===== config.mk =====
export PLATFORM = sky130hd
export DESIGN_NAME = boron_key_ctrl_flat
export DESIGN_NICKNAME = d
export VERILOG_FILES = /design/src/rtl/boron_pkg.sv /design/src/rtl/boron_key_if.sv /design/src/rtl/boron_ks_round.sv /design/src/rtl/boron_key_ctrl.sv /design/src/flat_wrapper.sv
export SDC_FILE = /design/constraint.sdc
export NUM_CORES = 1
export LEC_CHECK = 0
export ABC_AREA = 1
export BUFFER_PORTS_ARGS = -buffer_cell sky130_fd_sc_hd__buf_2
export CAP_MARGIN = 20
export CORE_MARGIN = 2
export CORE_UTILIZATION = 46
export DETAILED_ROUTE_END_ITERATION = 8
export PLACE_DENSITY = 0.75
export RECOVER_POWER = 100
export SYNTH_ARGS = -nofsm -noshare
export SYNTH_HDL_FRONTEND = slang
export SYNTH_SLANG_ARGS = --single-unit

===== constraint.sdc =====
create_clock -name clk -period 1.9 [get_ports clk]
set_clock_uncertainty 0.05 [all_clocks]
set_input_delay 0.19 -clock clk [delete_from_list [all_inputs] [get_ports clk]]
set_output_delay 0.19 -clock clk [all_outputs]
set_load 0.005 [all_outputs]

===== src/rtl/boron_pkg.sv =====
// Shared constants, S-box and FSM state type for the BORON key schedule.
// Imported by the key-schedule interface, round update and sequencer.
package boron_pkg;

    localparam int KEY_W = 80;
    localparam int RK_W  = 64;
    localparam int IDX_W = 5;

    localparam logic [IDX_W-1:0] NUM_ROUNDS = 5'd25;

    // Nibble i of this word is S(i): {E,4,B,1,7,9,C,A,D,2,0,F,8,5,3,6}
    localparam logic [63:0] SBOX = 64'h6358_F02D_AC97_1B4E;

    typedef enum logic [1:0] {
        IDLE = 2'd0,
        EMIT = 2'd1,
        DONE = 2'd2
    } state_t;

    function automatic logic [3:0] sbox(input logic [3:0] n);
        return SBOX[{n, 2'b00} +: 4];
    endfunction

endpackage


===== src/rtl/boron_key_if.sv =====
// Start/key request and round-key valid/ready stream of the key sequencer.
// master: sequencer side; slave: cipher FSM / round datapath side.
interface boron_key_if;
    import boron_pkg::*;

    logic                 i_start;
    logic [KEY_W-1:0]     i_key;
    logic                 o_busy;
    logic                 o_rk_valid;
    logic                 i_rk_ready;
    logic [RK_W-1:0]      o_rk;
    logic [IDX_W-1:0]     o_rk_idx;
    logic                 o_rk_last;
    logic                 o_done;

    modport master (
        input  i_start, i_key, i_rk_ready,
        output o_busy, o_rk_valid, o_rk, o_rk_idx, o_rk_last, o_done
    );

    modport slave (
        output i_start, i_key, i_rk_ready,
        input  o_busy, o_rk_valid, o_rk, o_rk_idx, o_rk_last, o_done
    );

endinterface


===== src/rtl/boron_ks_round.sv =====
// One BORON key-schedule update: rotate left 13, S-box low nibble, xor rc.
// Ports: i_key (80b current key), i_rc (5b round counter), o_key (next key).
module boron_ks_round
    import boron_pkg::*;
(
    input  logic [KEY_W-1:0] i_key,
    input  logic [IDX_W-1:0] i_rc,
    output logic [KEY_W-1:0] o_key
);

    logic [KEY_W-1:0] w_rot;

    assign w_rot = {i_key[KEY_W-14:0], i_key[KEY_W-1:KEY_W-13]};

    always_comb begin
        o_key        = w_rot;
        o_key[3:0]   = sbox(w_rot[3:0]);
        o_key[63:59] = w_rot[63:59] ^ i_rc;
    end

endmodule


===== src/rtl/boron_key_ctrl.sv =====
// BORON key-schedule sequencer: latches a master key, streams RK0..RK25.
// Ports: clk, rst (async active-low), bus (boron_key_if.master).
module boron_key_ctrl
    import boron_pkg::*;
(
    input  logic        clk,
    input  logic        rst,
    boron_key_if.master bus
);

    state_t           r_state;
    logic [KEY_W-1:0] r_key;
    logic [IDX_W-1:0] r_idx;

    logic [IDX_W-1:0] w_rc;
    logic [KEY_W-1:0] w_next_key;
    logic             w_emit;

    assign w_rc = r_idx + 5'd1;

    boron_ks_round u_round (
        .i_key (r_key),
        .i_rc  (w_rc),
        .o_key (w_next_key)
    );

    always_ff @(posedge clk or negedge rst) begin
        if (!rst) begin
            r_state <= IDLE;
            r_key   <= '0;
            r_idx   <= '0;
        end else begin
            unique case (r_state)
                IDLE: begin
                    if (bus.i_start) begin
                        r_key   <= bus.i_key;
                        r_idx   <= '0;
                        r_state <= EMIT;
                    end
                end
                EMIT: begin
                    if (bus.i_rk_ready) begin
                        if (r_idx == NUM_ROUNDS) begin
                            r_state <= DONE;
                        end else begin
                            r_key <= w_next_key;
                            r_idx <= w_rc;
                        end
                    end
                end
                DONE: begin
                    r_state <= IDLE;
                end
                default: begin
                    r_state <= IDLE;
                end
            endcase
        end
    end

    // Outputs decode from state and registers only; ready never reaches them.
    assign w_emit         = (r_state == EMIT);
    assign bus.o_busy     = (r_state != IDLE);
    assign bus.o_rk_valid = w_emit;
    assign bus.o_rk       = w_emit ? r_key[RK_W-1:0] : '0;
    assign bus.o_rk_idx   = w_emit ? r_idx : '0;
    assign bus.o_rk_last  = w_emit && (r_idx == NUM_ROUNDS);
    assign bus.o_done     = (r_state == DONE);

endmodule


===== src/flat_wrapper.sv =====
// flat-port wrapper written by rule: the top's interface ports become plain ports
module boron_key_ctrl_flat import boron_pkg::*;
  (clk, rst, bus_i_start, bus_i_key, bus_i_rk_ready, bus_o_busy, bus_o_rk_valid, bus_o_rk, bus_o_rk_idx, bus_o_rk_last, bus_o_done);
  boron_key_if bus_i ();
  input  logic clk;
  input  logic rst;
  input wire logic [$bits(bus_i.i_start)-1:0] bus_i_start;
  input wire logic [$bits(bus_i.i_key)-1:0] bus_i_key;
  input wire logic [$bits(bus_i.i_rk_ready)-1:0] bus_i_rk_ready;
  output wire logic [$bits(bus_i.o_busy)-1:0] bus_o_busy;
  output wire logic [$bits(bus_i.o_rk_valid)-1:0] bus_o_rk_valid;
  output wire logic [$bits(bus_i.o_rk)-1:0] bus_o_rk;
  output wire logic [$bits(bus_i.o_rk_idx)-1:0] bus_o_rk_idx;
  output wire logic [$bits(bus_i.o_rk_last)-1:0] bus_o_rk_last;
  output wire logic [$bits(bus_i.o_done)-1:0] bus_o_done;
  assign bus_i.i_start = bus_i_start;
  assign bus_i.i_key = bus_i_key;
  assign bus_i.i_rk_ready = bus_i_rk_ready;
  assign bus_o_busy = bus_i.o_busy;
  assign bus_o_rk_valid = bus_i.o_rk_valid;
  assign bus_o_rk = bus_i.o_rk;
  assign bus_o_rk_idx = bus_i.o_rk_idx;
  assign bus_o_rk_last = bus_i.o_rk_last;
  assign bus_o_done = bus_i.o_done;
  boron_key_ctrl u_core (.clk(clk), .rst(rst), .bus(bus_i));
endmodule

==> results of run 1 <==
==> cell type report <==
type | instances | area, sq um | share of cell area [%]
clock buffer | 11 | 151.4 | 2.584
inverter | 83 | 311.5 | 5.318
sequential | 87 | 2177 | 37.16
timing repair buffer | 171 | 885.9 | 15.12
tap | 136 | 170.2 | 2.905
clock inverter | 4 | 45.04 | 0.7689
multi-input combinational | 484 | 2117 | 36.14
==> per-stage QoR <==
step | total power [W] | setup slack, ns | instances | hold WS (ns) | utilization (%)
after detailed placement | 0.008516 | 0.1501 | 960 | 0.1287 | 56.10
after global placement | 0.008418 | 0.1965 | 960 | 0.1294 | 56.10
after global routing | 0.01061 | 0.01102 | 976 | 0.1157 | 57.26
after floorplan | 0.006690 | 0.3066 | 698 | -0.1556 | -
final | 0.009658 | 0.1171 | 976 | 0.09160 | 57.26
after CTS | 0.009833 | 0.1385 | 976 | 0.07844 | 58.11
==> cells by family after synthesis <==
kind of cell,Yosys count,share of synthesized area [%]
fa+ha+maj,5,1.298
buf+inv,127,11.08
flops,87,45.16
xor+xnor,2,0.3634
simple gates,337,27.28
compound gates,140,14.82
==> critical path: cells and delay by family (launching register included) <==
family	cells	cell delay (ns)
DFF	1	0.40
AOI/OAI and AO/OA	2	0.40
buffers and inverters	2	0.35
and+or+nand+nor	3	0.29
adders and majority gates	1	0.19
==> routing by layer <==
layer  vias up  GRT usage (%)  part of all wire [%]
met5         -              0                     0
met4         0          5.827                  0.89
met3        10          2.391                   6.9
met2       165          37.18                    46
met1      2171          33.87                    46
li1       2424              -                     -
==> power groups by stage <==
| stage | Sequential (W) | Clock [W] | Combinational [W] |
|---|---|---|---|
| 6_report | 0.00298 | 0.00132 | 0.00537 |
| 3_3_place_gp | 0.00299 | 0 | 0.00543 |
| 3_5_place_dp | 0.00301 | 0 | 0.00551 |
| 4_1_cts | 0.00297 | 0.00133 | 0.00553 |
| 5_1_grt | 0.00307 | 0.00140 | 0.00614 |
| 2_1_floorplan | 0.00293 | 0 | 0.00376 |
==> sequential cells by signal, summed over array words and instances, names as in the netlist <==
signal	flops
u_core.r_idx	5
u_core.r_key	80
u_core.r_state	2
==> placed cells by master (no fill, tap or decap), drive strengths merged, types with 2 or more instances in the layout <==
cell type and instances:
nand4 3, a21oi 3, or2 2, nand3 19, xor2 2, clkinv 3, nor2 76, dfrtp 87
clkbuf 83, o21ai 136, buf 98, nand2 235, inv 83, ha 5
==> worst max-delay path by stage <==
stage                                start                           end  depth (start not counted)
3_3_place_gp   u_core.r_idx[1]$_DFFE_PN0P_  u_core.r_key[26]$_DFFE_PN0P_                          8
6_report       u_core.r_idx[1]$_DFFE_PN0P_  u_core.r_key[18]$_DFFE_PN0P_                          8
5_1_grt        u_core.r_idx[1]$_DFFE_PN0P_  u_core.r_key[26]$_DFFE_PN0P_                          8
2_1_floorplan  u_core.r_idx[0]$_DFFE_PN0P_  u_core.r_key[33]$_DFFE_PN0P_                          6
4_1_cts        u_core.r_idx[1]$_DFFE_PN0P_  u_core.r_key[18]$_DFFE_PN0P_                          8
3_5_place_dp   u_core.r_idx[1]$_DFFE_PN0P_  u_core.r_key[18]$_DFFE_PN0P_                          8
==> repair_timing <==
item                      4_1_cts  5_1_grt
hold endpoints to repair       34        0
gates resized for setup         0        0
hold buffers                    1        0
==> results.ini, run 1 <==
[outcome]
outcome = complete, no violations

[critical_path]
cp_data_arrival_time_ns = 1.99
reg2reg_depth = 8
r2r-end = u_core.r_key[18]$_DFFE_PN0P_
setup.worst_path.class = flop to flop
r2r_slack_ns = 0.12
critPathLaunchType = flop
critPathMaxStageDelay_ns = 0.40
critPathCaptureType = flop
timing.rr.start = u_core.r_idx[1]$_DFFE_PN0P_
cp_slowest_cell = dfrtp_1
worstPathMaxFanout = 50
critPathRequiredTime_ns = 2.11
path_cells = inv_1 -> ha_1 -> nand4_2 -> nand2_2 -> a21oi_4 -> buf_12 -> nand2_1 -> o21ai_0

[clocking]
ctsHtreeMaxLevel = 3
clock_sinks = 87
cts-root-buf = clkbuf_8
clk_transition_reported_paths_ns = 0.09
cts_tree = done
cts_setup_buffers = 0
cts_buffers = 9
insertion_delay_ns = 0.35
clk_path_buf_depth = 2

[yosys]
synth.net_count = 787
netlist_area_sq_um = 4821
yosysWarnings = 0
ys.flop_type = dfrtp_1
synth-edff-count = 0
yosysMostFrequentCell = nand2_1
netlist_top_cells_count = nand2_1 (234), o21ai_0 (122), dfrtp_1 (87)
synth-async-reset-ratio_pct = 100.0
ys_ff_latch = 87
ys_types = 23
synth_area_per_cell_sq_um = 6.907
synth_top_cell_by_area = dfrtp_1
synthTopCellsByArea = dfrtp_1 (45%), nand2_1 (18%), o21ai_0 (13%), inv_1 (6.4%), nor2_1 (5.9%)
syn_inst = 698
yosysTopAreaCellShare_pct = 45.16
ys_seq_area_share_pct = 45.16

[power]
cellLeakagePower_nw = 3.039
p_per_area_nw_per_um2 = 1649
p_int_w = 0.005140
p_sw_w = 0.004518
switching_share_pct = 46.78
clockPowerShare_pct = 13.6
seq_power_share_pct = 30.8
combPwrFrac_pct = 55.6
vdd.ir_drop.worst_v = 0.001057

[job]
maxCapViolCount = 0

[detailed_routing]
dr.pass1.iters = 5
drt-total-wl_um = 13010
drt_iter0_markers = 349
vias = 4770
drc = 0
wl_per_cell_um = 13.33
ant_nets = 0
routed_via_density = 4.887

[grt]
grt_usage_pct = 23.22
grt_pass1_wl_um = 20730
grt.overflow.total = 0
grt_max_degree = 93
antenna_found_initial = 0
grt_pass1_vias = 4342

[floorplan]
start_util_pct = 47.12
num_rows = 37
die_x_um = 106.4
core_area_sq_um = 10230
die_h_um = 106.4
pin_count = 157
die_area_sq_um = 11310

[timing]
fin_crit_ns = 1.783
setup_viol = 0
max_slew.worst_pin.slew_ns = 0.9026
hold_violations = 0
finalCritPeriodShare_pct = 93.84
drv_slew = 0
relSlewSlack_pct = 39.82
max_freq_ghz = 0.5609
fin_tns_setup_ns = 0
rsz0062_at_grt = false

[placed_design]
place_congestion = 0.8935
place.detailed.hpwl_um = 9852
port_buffers = 156
placedInstanceArea_sq_um = 5739

[finish]
fillCellCount = 1055
layout.nets = 925
syn2layout_area_growth_pct = 21.52
fin_area_sq_um = 5858
diodes = 0
drive_gt1_share_pct = 17.50

[min_path]
hold_depth = 4
holdPathEnd = u_core.r_state[0]$_DFFE_PN0P_
min_path_type = input pin to flop
worstHoldStart = bus_i_rk_ready

Note: power is estimated with default switching activity, not from simulation.
==> inputs of run 2 (changes only) <==
--- a/config.mk
+++ b/config.mk
@@ -9,9 +9,9 @@
 export BUFFER_PORTS_ARGS = -buffer_cell sky130_fd_sc_hd__buf_2
 export CAP_MARGIN = 20
 export CORE_MARGIN = 2
-export CORE_UTILIZATION = 46
+export CORE_UTILIZATION = 51
 export DETAILED_ROUTE_END_ITERATION = 8
-export PLACE_DENSITY = 0.75
+export PLACE_DENSITY = 0.81
 export RECOVER_POWER = 100
 export SYNTH_ARGS = -nofsm -noshare
 export SYNTH_HDL_FRONTEND = slang
==> run 2 against run 1 <==
Compared with the run above:
- highest routed layer unchanged
- setup slack better by 0.011 ns
- hold slack improved by 0.018 ns
- largest power group unchanged
- global-route usage is 1.5 points higher
- register-to-register slack about the same
- clock power decreased by 12%
- die area decreased by 9.4%
- non-clock buffer count is 5 lower
- count of clock-buffer cells in the layout is the same
==> results.ini, run 2 (same netlist as run 1, synthesis figures left out) <==
[finish]
drive_gt1_share_pct = 17.11  ; -0.39 points
largestRegisters = u_core.r_key (80), u_core.r_idx (5), u_core.r_state (2)
layout.nets = 920  ; -0.54%
diodes = 0  ; unchanged
syn2layout_area_growth_pct = 19.93
layout_commonest_cell = nand2_1
top_register = u_core.r_key
largest_reg_flops = 80  ; unchanged
final_cell_mix = nand2_1 (233), o21ai_0 (122), dfrtp_1 (87), buf_2 (84), inv_1 (81)
fin_util_pct = 62.87  ; +5.6 points

[power]
vdd.ir_drop.worst_v = 0.0008054  ; -24%
p_sw_w = 0.004486  ; -0.70%
p_int_w = 0.004933  ; -4.0%
p_per_area_nw_per_um2 = 1629  ; -1.2%
cellLeakagePower_nw = 2.996  ; -1.4%
switching_share_pct = 47.63  ; +0.85 points
clockPowerShare_pct = 12.3  ; -1.3 points
combPwrFrac_pct = 56.2  ; +0.6 points
seq_power_share_pct = 31.5  ; +0.7 points

[detailed_routing]
drc = 0  ; unchanged
dr.pass1.iters = 5  ; unchanged
vias = 4796  ; +0.55%
ant_nets = 0  ; unchanged
drt_iter0_markers = 313  ; -10%
drt-total-wl_um = 12600  ; -3.2%
wl_per_cell_um = 13.30  ; -0.23%
routed_via_density = 5.064  ; +3.6%

[timing]
relSlewSlack_pct = 38.91  ; -0.92 points
hold_violations = 0  ; unchanged
drv_slew = 0  ; unchanged
timing.hold.ws_ns = 0.1101  ; +0.01846 ns
fin_crit_ns = 1.772  ; -0.01084 ns
max_freq_ghz = 0.5643  ; +0.61%
rsz0062_at_grt = true
finalCritPeriodShare_pct = 93.27  ; -0.57 points
setup_viol = 0  ; unchanged
max_slew.worst_pin.slew_ns = 0.9164  ; +0.01376 ns

[clocking]
cts-root-buf = clkbuf_8
ctsHtreeMaxLevel = 3  ; unchanged
cts_buffers = 9  ; unchanged
clk_path_buf_depth = 2  ; unchanged
cts_tree = done
clock_sinks = 87  ; unchanged
insertion_delay_ns = 0.34  ; about the same
clk_transition_reported_paths_ns = 0.08  ; about the same

[critical_path]
cp_data_arrival_time_ns = 1.99  ; about the same
critPathLaunchType = flop
setup.worst_path.class = flop to flop
reg2reg_depth = 8  ; unchanged
worstPathMaxFanout = 86  ; +72%
critPathRequiredTime_ns = 2.11  ; about the same
critPathCaptureType = flop

[placed_design]
place.detailed.hpwl_um = 9524  ; -3.3%
place_congestion = 0.9214  ; +3.1%
port_buffers = 156  ; unchanged

[grt]
grt_use_met2_pct = 39.17  ; +2.0 points
grt_max_degree = 111  ; +19%
antenna_found_initial = 0  ; unchanged
busiest_layer = met2
grtUsageMet1_pct = 35.46  ; +1.6 points
use_met3_pct = 3.520  ; +1.1 points
grt_usage_pct = 24.77  ; +1.5 points
grt_pass1_vias = 4297  ; -1.0%
grt.overflow.total = 0  ; unchanged
grt_pass1_wl_um = 19890  ; -4.1%

[floorplan]
core_area_sq_um = 9196  ; -10%
num_rows = 35  ; -5.4%
die_x_um = 101.2  ; -4.8%
start_util_pct = 52.42  ; +5.3 points
die_area_sq_um = 10250  ; -9.4%
die_h_um = 101.2  ; -4.8%
pin_count = 157  ; unchanged

[outcome]
outcome = complete, no violations

[min_path]
min_path_type = input pin to flop
hold_depth = 5  ; +1

[job]
maxCapViolCount = 0  ; unchanged

-- run 2: critical path: stages (launching register included) --
cell and delay [ns]:
dfrtp_1 0.44, nand2_4 0.13, inv_2 0.09, nand2_1 0.12, nand2_1 0.12, a21oi_4 0.21
buf_12 0.30, nand2_1 0.10, o21ai_1 0.11
-- run 2: final timing paths --
kind                                                 to                     startpoint  slack [ns]
setup / recovery           u_core.r_key[33]$_DFFE_PN0P_  u_core.r_state[0]$_DFFE_PN0P_        0.13
hold / removal              u_core.r_key[6]$_DFFE_PN0P_                   bus_i_key[6]        0.11
setup reg to reg           u_core.r_key[33]$_DFFE_PN0P_  u_core.r_state[0]$_DFFE_PN0P_        0.13
hold reg to reg            u_core.r_key[72]$_DFFE_PN0P_   u_core.r_key[72]$_DFFE_PN0P_        0.43
max in group asynchronous  u_core.r_key[32]$_DFFE_PN0P_                            rst        0.45
min in group asynchronous   u_core.r_key[6]$_DFFE_PN0P_                            rst        0.46
-- run 2: per-layer routing --
layer  wire [um]  share of wire, %
met5           0                 0
met4         219               1.7
met3         719               5.7
met2        5869                47
met1        5786                46
-- run 2: cell type report --
cell class	instances	area, sq um
fillers	875	3415
flip-flops and latches	87	2177
multi-input cells	484	2117
repair buffers	166	862.1
inverters	83	311.5
clock buffers	11	141.4
well taps	111	138.9
clock inverters	5	33.78
-- run 2: power by group through the flow --
stage                     combinational (W)  clock (W)  sequential [W]
after floorplan                     0.00376          0         0.00293
after global placement              0.00523          0         0.00298
after detailed placement            0.00536          0         0.00300
after CTS                           0.00539    0.00118         0.00297
after global routing                0.00606    0.00125         0.00306
final                               0.00529    0.00116         0.00297
-- run 2: repair_timing --
item,4_1_cts,5_1_grt
setup endpoints to repair,0,4
hold buffers,1,0
resized for setup,0,1
endpoints found under the hold margin,35,0
setup buffers,0,0
-- run 2: per-stage QoR --
stage / power [W] / worst slack, ns / instance area [sq um] / setup TNS [ns] / std cells
floorplan: 0.006690 / 0.3066 / 4821 / 0 / 698
global placement: 0.008212 / 0.2019 / 5658 / 0 / 930
detailed placement: 0.008359 / 0.1608 / 5658 / 0 / 930
CTS: 0.009536 / 0.1262 / 5843 / 0 / 947
global route: 0.01037 / -0.002730 / 5782 / -0.002730 / 947
finish: 0.009419 / 0.1279 / 5782 / 0 / 947
==> inputs of run 3 (changes only) <==
--- a/config.mk
+++ b/config.mk
@@ -9,9 +9,10 @@
 export BUFFER_PORTS_ARGS = -buffer_cell sky130_fd_sc_hd__buf_2
 export CAP_MARGIN = 20
 export CORE_MARGIN = 2
-export CORE_UTILIZATION = 51
+export CORE_UTILIZATION = 53
+export CTS_BUF_LIST = sky130_fd_sc_hd__clkbuf_8
 export DETAILED_ROUTE_END_ITERATION = 8
-export PLACE_DENSITY = 0.81
+export PLACE_DENSITY = 0.94
 export RECOVER_POWER = 100
 export SYNTH_ARGS = -nofsm -noshare
 export SYNTH_HDL_FRONTEND = slang
==> constraint.sdc (replaced) <==
create_clock -name clk -period 1.8 [get_ports clk]
set_clock_uncertainty 0.05 [all_clocks]
set_input_delay 0.18 -clock clk [delete_from_list [all_inputs] [get_ports clk]]
set_output_delay 0.18 -clock clk [all_outputs]
set_load 0.005 [all_outputs]
==> run 3 against run 2 <==
Compared with the run above:
- the run now ends with setup timing left
- setup slack worse by 0.17 ns
- count of clock-buffer cells in the layout fell by 2
- non-clock buffer count rose by 19
- fmax shrank 3.6%
- critical endpoint is now u_core.r_key[14]$_DFFE_PN0P_
- highest routed layer unchanged
- largest power group unchanged
- clock power up 34%
- largest cell class unchanged
- sequential power rose by 7.1%
- die area down 3.6%
==> results.ini, run 3 (same netlist as run 1, synthesis figures left out) <==
[outcome]
outcome = finished with violations
failed_checks = setup timing

[min_path]
worstHoldStart = bus_i_rk_ready
hold_depth = 4  ; -1
min_path_type = input pin to flop
holdPathEnd = u_core.r_state[0]$_DFFE_PN0P_

[floorplan]
die_area_sq_um = 9874  ; -3.6%
core_area_sq_um = 8763  ; -4.7%
num_rows = 34  ; -2.9%
pin_count = 157  ; unchanged
die_x_um = 99.37  ; -1.8%
die_h_um = 99.37  ; -1.8%
start_util_pct = 55.01  ; +2.6 points

[power]
power_w = 0.01144  ; +21%
p_int_w = 0.006092  ; +23%
switching_share_pct = 46.73  ; -0.89 points
clockPowerShare_pct = 13.6  ; +1.3 points
p_sw_w = 0.005345  ; +19%
seq_power_share_pct = 27.8  ; -3.7 points
vdd.ir_drop.worst_v = 0.001050  ; +30%
cellLeakagePower_nw = 3.231  ; +7.8%
combPwrFrac_pct = 58.6  ; +2.4 points
p_per_area_nw_per_um2 = 1867  ; +15%

[finish]
top_register = u_core.r_key
diodes = 0  ; unchanged
syn2layout_area_growth_pct = 27.07
fillCellCount = 684  ; -22%
largestRegisters = u_core.r_key (80), u_core.r_idx (5), u_core.r_state (2)
largest_reg_flops = 80  ; unchanged
drive_gt1_share_pct = 22.22  ; +5.1 points
fin_util_pct = 69.90  ; +7.0 points
layout_commonest_cell = nand2_1
layout.nets = 939  ; +2.1%
final_cell_mix = nand2_1 (233), o21ai_0 (125), buf_2 (99), dfrtp_1 (87), inv_1 (81)

[placed_design]
place.detailed.hpwl_um = 10110  ; +6.2%
place_congestion = 0.9400  ; +2.0%
port_buffers = 156  ; unchanged

[timing]
max_freq_ghz = 0.5439  ; -3.6%
finalCritPeriodShare_pct = 102.1  ; +8.9 points
finalWorstSetupSlack_ns = -0.03863  ; -0.1665 ns
rsz0062_at_grt = true
relSlewSlack_pct = 54.05  ; +15 points
setup_viol = 2  ; +2
fin_crit_ns = 1.839  ; +0.06654 ns
hold_violations = 0  ; unchanged
max_slew.worst_pin.slew_ns = 0.6892  ; -0.2272 ns
drv_slew = 0  ; unchanged

[grt]
grt_pass1_wl_um = 23590  ; +19%
grt_max_degree = 62  ; -44%
grt_usage_pct = 30.61  ; +5.8 points
grt.overflow.total = 0  ; unchanged
antenna_found_initial = 0  ; unchanged
grt_pass1_vias = 4951  ; +15%

[detailed_routing]
vias = 5326  ; +11%
met1Wirelength_um = 5967  ; +3.1%
dr_wl_met2_um = 7146  ; +22%
highest_layer = met4
routed_via_density = 5.531  ; +9.2%
drt-total-wl_um = 15300  ; +21%
drt_iter0_markers = 648  ; +110%
ant_nets = 0  ; unchanged
dr.pass1.iters = 7  ; +2
drc = 0  ; unchanged
wl_per_cell_um = 15.88  ; +19%
met3_length_um = 1649  ; +130%

[clocking]
cts-root-buf = clkbuf_8
clock_sinks = 87  ; unchanged
cts_buffers = 9  ; unchanged
clk_path_buf_depth = 2  ; unchanged
insertion_delay_ns = 0.37  ; +0.03 ns
cts_tree = done
clk_transition_reported_paths_ns = 0.10  ; +0.02 ns
ctsHtreeMaxLevel = 3  ; unchanged

[job]
maxCapViolCount = 0  ; unchanged

[critical_path]
critPathCaptureType = flop
r2r_slack_ns = -0.04  ; -0.17 ns
timing.rr.start = u_core.r_idx[1]$_DFFE_PN0P_
worstPathMaxFanout = 30  ; -65%
cp_slowest_cell = dfrtp_1
cp_data_arrival_time_ns = 2.06  ; +0.07 ns
path_cells = inv_1 -> ha_1 -> nand4_2 -> nand2_2 -> a21oi_4 -> buf_12 -> buf_6 -> nand2_1 -> o21ai_0
critPathMaxStageDelay_ns = 0.42  ; -0.02 ns
critPathTopFamily = buffers and inverters
r2r-end = u_core.r_key[14]$_DFFE_PN0P_
setup.worst_path.class = flop to flop
critPathRequiredTime_ns = 2.02  ; -0.09 ns
critPathBufInv = 3  ; +1
critPathLaunchType = flop
reg2reg_depth = 9  ; +1

run 3: through the flow:
stage                     hold WS [ns]  instances   TNS, ns  setup WS (ns)  cell area (sq um)
after CTS                      0.04287        960         0        0.01411               6198
after floorplan                -0.1656        698         0         0.2066               4821
after global placement         0.05448        933         0         0.1753               5737
after detailed placement       0.05548        933         0        0.06197               5737
after global routing           0.07053        963   -0.1945       -0.08801               6126
final                          0.05022        963  -0.05552       -0.03863               6126
run 3: power groups by stage:
stage	Sequential, W	Clock [W]	Combinational (W)
2_1_floorplan	0.00309	0	0.00397
3_3_place_gp	0.00314	0	0.00575
3_5_place_dp	0.00319	0	0.00593
4_1_cts	0.00316	0.00156	0.00666
5_1_grt	0.00323	0.00166	0.00741
6_report	0.00318	0.00156	0.00670
run 3: what timing repair did:
action	4_1_cts	5_1_grt
hold buffers	1	0
endpoints found under the setup margin	54	52
endpoints found under the hold margin	58	0
gates cloned	5	1
gates resized for setup	5	14
buffers inserted	5	2
run 3: cell type report:
cell class / count / area (sq um) / area share (%)
clock buffer: 9 / 123.9 / 2.022
sequential: 87 / 2177 / 35.54
inverter: 83 / 311.5 / 5.086
timing repair buffer: 185 / 1134 / 18.50
clock inverter: 7 / 102.6 / 1.675
multi-input combinational: 484 / 2142 / 34.97
tap: 108 / 135.1 / 2.206
run 3: worst max-delay path by stage:
stage	from	to	slack, ns	cells past startpoint
floorplan	u_core.r_idx[0]$_DFFE_PN0P_	u_core.r_key[33]$_DFFE_PN0P_	0.21	6
global placement	u_core.r_idx[1]$_DFFE_PN0P_	u_core.r_key[30]$_DFFE_PN0P_	0.18	8
detailed placement	u_core.r_idx[1]$_DFFE_PN0P_	u_core.r_key[18]$_DFFE_PN0P_	0.06	8
CTS	u_core.r_state[1]$_DFFE_PN0P_	bus_o_rk[41]	0.01	6
global route	u_core.r_idx[1]$_DFFE_PN0P_	u_core.r_key[14]$_DFFE_PN0P_	-0.09	9
finish	u_core.r_idx[1]$_DFFE_PN0P_	u_core.r_key[14]$_DFFE_PN0P_	-0.04	9
run 3: worst min-delay path: stages:
cell     delay, ns
buf_2         0.08
inv_1         0.03
nand2_1       0.09
nand2_1       0.05
run 3: per-layer routing:
layer  global-route usage, %  vias to the layer above
li1                        -                     2453
met1                   40.67                     2428
met4                   14.75                        0
met5                       0                        -
met3                   5.833                       57
met2                   48.54                      388
